**config.mk**
```make
export PLATFORM = sky130hd
export DESIGN_NAME = cacheline_adaptor
export DESIGN_NICKNAME = d
export VERILOG_FILES = /design/src/rtl/cacheline_adaptor.sv
export SDC_FILE = /design/constraint.sdc
export NUM_CORES = 1
export LEC_CHECK = 0
export ABC_AREA = 1
export ABC_CLOCK_PERIOD_IN_PS = 2300
export CAP_MARGIN = 25
export CORE_AREA = 3 3 280 282
export DETAILED_ROUTE_END_ITERATION = 16
export DIE_AREA = 0 0 283 285
export DONT_BUFFER_PORTS = 1
export PLACE_DENSITY_LB_ADDON = 0.15
export SETUP_SLACK_MARGIN = 0.02
export SLEW_MARGIN = 0
export SYNTH_ARGS = -nofsm -noshare
export SYNTH_HDL_FRONTEND = slang
export SYNTH_SLANG_ARGS = --single-unit
export TNS_END_PERCENT = 20
```
**constraint.sdc**
```tcl
create_clock -name clk -period 2.3 [get_ports clk]
set_clock_uncertainty 0.2 [all_clocks]
set_input_delay 0.46 -clock clk [delete_from_list [all_inputs] [get_ports clk]]
set_output_delay 0.46 -clock clk [all_outputs]
set_load 0.005 [all_outputs]
```
**src/rtl/cacheline_adaptor.sv**
```systemverilog
// rtl/cacheline_adaptor.sv - cacheline to 4-beat memory burst adaptor
module cacheline_adaptor #(
    parameter int s_line    = 256,
    parameter int s_burst   = 64,
    parameter int num_beats = s_line / s_burst
) (
    input  logic                 clk,
    input  logic                 rst,
    input  logic [s_line-1:0]    line_i,
    output logic [s_line-1:0]    line_o,
    input  logic [31:0]          address_i,
    input  logic                 read_i,
    input  logic                 write_i,
    output logic                 resp_o,
    input  logic [s_burst-1:0]   burst_i,
    output logic [s_burst-1:0]   burst_o,
    output logic [31:0]          address_o,
    output logic                 read_o,
    output logic                 write_o,
    input  logic                 resp_i
);

    localparam int CW = (num_beats > 1) ? $clog2(num_beats) : 1;
    localparam logic [CW-1:0] LAST_BEAT = CW'(num_beats - 1);

    typedef enum logic [1:0] {
        IDLE  = 2'd0,
        READ  = 2'd1,
        WRITE = 2'd2,
        DONE  = 2'd3
    } state_t;

    state_t              r_state;
    state_t              w_state_next;
    logic [CW-1:0]       r_cnt;
    logic [s_line-1:0]   r_wbuf;
    logic [s_line-1:0]   r_line;
    logic [31:0]         r_addr;
    logic [31:0]         w_addr_aligned;
    logic                w_last_beat;
    logic                w_unused_addr_bits;

    // Offset bits inside the line never reach memory; bursts are always line-aligned.
    assign w_addr_aligned     = {address_i[31:5], 5'b0};
    assign w_unused_addr_bits = ^address_i[4:0];
    assign w_last_beat        = resp_i && (r_cnt == LAST_BEAT);

    // State register
    always_ff @(posedge clk) begin
        if (rst) begin
            r_state <= IDLE;
        end else begin
            r_state <= w_state_next;
        end
    end

    // Next-state decode; write wins when the cache raises both requests
    always_comb begin
        w_state_next = r_state;
        case (r_state)
            IDLE: begin
                if (write_i) begin
                    w_state_next = WRITE;
                end else if (read_i) begin
                    w_state_next = READ;
                end
            end
            READ: begin
                if (w_last_beat) begin
                    w_state_next = DONE;
                end
            end
            WRITE: begin
                if (w_last_beat) begin
                    w_state_next = DONE;
                end
            end
            DONE: begin
                w_state_next = IDLE;
            end
            default: begin
                w_state_next = IDLE;
            end
        endcase
    end

    // Request capture, beat counting and read-line assembly
    always_ff @(posedge clk) begin
        if (rst) begin
            r_cnt  <= '0;
            r_wbuf <= '0;
            r_line <= '0;
            r_addr <= '0;
        end else begin
            case (r_state)
                IDLE: begin
                    if (write_i) begin
                        r_wbuf <= line_i;
                        r_addr <= w_addr_aligned;
                        r_cnt  <= '0;
                    end else if (read_i) begin
                        r_addr <= w_addr_aligned;
                        r_cnt  <= '0;
                    end
                end
                READ: begin
                    if (resp_i) begin
                        r_line[r_cnt*s_burst +: s_burst] <= burst_i;
                        if (r_cnt != LAST_BEAT) begin
                            r_cnt <= r_cnt + CW'(1);
                        end
                    end
                end
                WRITE: begin
                    if (resp_i && (r_cnt != LAST_BEAT)) begin
                        r_cnt <= r_cnt + CW'(1);
                    end
                end
                default: begin
                end
            endcase
        end
    end

    // Outputs depend only on registered state, never directly on inputs
    assign read_o    = (r_state == READ);
    assign write_o   = (r_state == WRITE);
    assign resp_o    = (r_state == DONE);
    assign address_o = r_addr;
    assign line_o    = r_line;
    assign burst_o   = r_wbuf[r_cnt*s_burst +: s_burst];

endmodule

```
==> run metrics <==
status finished with violations; failing checks negative hold slack, negative setup slack; Clock power frac between 20% and 30%; Setup crit start kind register; area of the multi-input gates 9870 um^2; Critical Path RT 1.64 ns; hold_buf cts about 350; DP Area ~23000 um^2; Critical Path Most Common Cell buf_16; most common cell after layout, fill and taps aside nor2_1; Min-Delay Path Class in -> reg; Logic pwr share around 41%; WHS -0.302 ns; Synth Area in Adders less than 1%; crit share post-route 112%; Port Buffer Count 0; final-stage net count 3607; final instance area roughly 30000 um^2; via count between 20k and 25k; Final Max Slew Viols 0; Place WS around 0.13 ns; f_max roughly 390 MHz; Post-Synthesis Cells a little under 3k; Die ar. 80700 um^2; DR iter-0 viols ~1.3k; max_cap viols 0; CP arrival between 1.5 and 2 ns; crit path max fanout 12; largest net degree at the start of global routing 187; total track usage a little over a fifth; syn avg cell area between 7 and 8 um^2; CTS clk-pin slew, worst paths roughly 0.06 ns; max incr delay on CP between 0.4 and 0.5 ns; initial antenna violation count 13; Worst Setup Path Type reg -> out; Core Region around 76000 um^2; Synth warnings 0; DR WL/cell 21.5 um; Mapped Area about 21000 um^2; Tmin final ~2.6 ns; Routed Antenna Nets 0; Starting Density between 20 and 30%; # rows about 100; CP Capture Type output pin; Synth Area in XOR/XNOR 0%; first-pass GRT wire length around 130000 um; CTS tree yes; P_int between 0.02 and 0.025 W; main combinational cell family by area after synthesis simple AND/OR/NAND/NOR gates; DP HPWL 58500 um; #FFs+latches synth around 540; Max VDD drop 0.677 mV; DRT Pass-1 Iters 5; Ports about 700; post-synthesis mux area share 0%; P_leak around 11 nW; RSZ-0062 raised after global routing true; Power Dens Cells 1260 nW/um^2; relative slew slack 61.5%; Post-Route WL 92800 um; worst slew pin tran approximately 0.58 ns; FF+latch area approximately 11000 um^2; Synth cell types 26; filler instances about 8k; Die Y 285 um; Total Power between 0.03 and 0.04 W; most frequent cells in the layout nor2_1, dfxtp_1, o21ai_0, nand2_1, dlygate4sd3_1; die width between 200 and 300 um; Crit-path slowest cell dfxtp_4; Net Sw Frac around two fifths; net switching power 0.0145 W; simple-gate area share of the yosys netlist 23.3%; root buf cell clkbuf_16; Clk Latency, worst-skew pair a little over 0.6 ns; setup TNS -12.31 ns; GP Congestion 0.866; Longest Clk Path Bufs 3; dpl cells around 3.8k; sequential-to-total area share from yosys stat about 51%; # DRC 0; clock sinks 543; Vias/cell around 5.0; Non-Filler Instances ~4.3k; area fraction in compound gates after synthesis between 10% and 20%; CTS H-tree depth 2; Num CTS Buffers 61; P&R area growth vs syn 39.5%; setup violators final 64; Reg power frac 32.3%; Remaining Overflow, GRT 0; Fin. Hold Viols around 190; CP cell instances clkinv_8 > buf_16 > buf_16 > nor2_1 > o22ai_2 > buf_4; layout cell share with drive strength beyond 1 11.5%; worst setup margin -0.270 ns; vias in the first global route just over 20k
[kinds of logic (layout without fill, tap and decap cells)]
| kind of cell | count (synthesis) | in the layout |
|---|---|---|
| simple gates | 1277 | 1277 |
| flops | 543 | 543 |
| buf+inv | 290 | 642 |
| other cells | 1 | 15 |
| fa+ha+maj | 11 | 11 |
| compound gates | 810 | 810 |
[flip-flops by register name, summed over array words and instances (netlist names)]
signal	flops
line_o	256
address_o	27
r_state	2
r_cnt	2
r_wbuf	256
[repair_timing]
item / in CTS / in global routing
setup buffers: 9 / 8
setup endpoints to repair: 64 / 130
pin swaps: 12 / 5
gates cloned: 15 / 7
endpoints found under the hold margin: 540 / 185
gates resized for setup: 91 / 142
[cell type report]
| class | instances | area share [%] |
|---|---|---|
| multi-input cells | 2103 | 33.0 |
| clock inverters | 19 | 0.932 |
| repair buffers | 488 | 18.6 |
| flip-flops and latches | 543 | 36.4 |
| diodes | 10 | 0.0836 |
| well taps | 1030 | 4.31 |
| inverters | 42 | 0.652 |
| clock buffers | 93 | 6.11 |
[worst paths after layout]
check	start	endpoint	slack, ns	cells past startpoint
worst max-delay path	r_cnt[0]	burst_o[0]	-0.27	6
worst min-delay path	rst	line_o[107]	-0.30	1
worst max register to register	r_cnt[1]	line_o[87]	0.12	9
worst min register to register	r_wbuf[90]	r_wbuf[90]	0.28	2
[metal layers]
metal,vias to the layer above,global-route usage [%],wire length (um)
met4,8,8.02,3350
met2,785,38.7,46700
met1,10200,23.8,35200
met5,-,0,46
li1,10300,-,-
met3,166,6.56,7550
[cells in the mapped netlist]
cell type  number  area (um^2)
nor2_1        764         2870
dfxtp_1       543        10900
o21ai_0       484         2420
nand2_1       376         1410
a21oi_1       256         1280
clkbuf_1      142          533
nand3_1       129          646
buf_2          79          395
o22ai_1        64          400
inv_1          36          135
ha_1           11          138
buf_4          10         75.1
buf_6           9          101
buf_1           7         26.3
inv_2           5         18.8
nor2_4          4         45.0
o21ai_1         3         15.0
o21bai_1        2         15.0
clkbuf_2        1         5.00
clkinv_1        1         3.75
conb_1          1         3.75
nand2_2         1         6.26
nand2_4         1         11.3
nor2_2          1         6.26
nor3_1          1         5.00
o21ai_2         1         8.76
[power by group through the flow]
stage	Sequential (W)	Clock, W	Combinational, W
2_1_floorplan	0.0119	0	0.00764
3_3_place_gp	0.0122	0	0.0116
3_5_place_dp	0.0122	0	0.0117
4_1_cts	0.0121	0.0105	0.0143
5_1_grt	0.0123	0.0109	0.0168
6_report	0.0122	0.0102	0.0153
[worst max-delay path, delay by kind of cell (launching register included)]
family | cells | cell delay (ns)
flip-flops | 1 | 0.44
buffers and inverters | 4 | 0.62
AND/OR/NAND/NOR | 1 | 0.13
AO/OA/AOI/OAI | 1 | 0.09
[through the flow]
step / utilization (%) / hold slack, ns
final: 39.4 / -0.302
after detailed placement: 30.0 / 0.266
after global routing: 39.4 / -0.338
after global placement: 30.0 / 0.257
after floorplan: - / 0.249
after CTS: 38.5 / -0.333
Note: power is estimated with default switching activity, not from simulation.
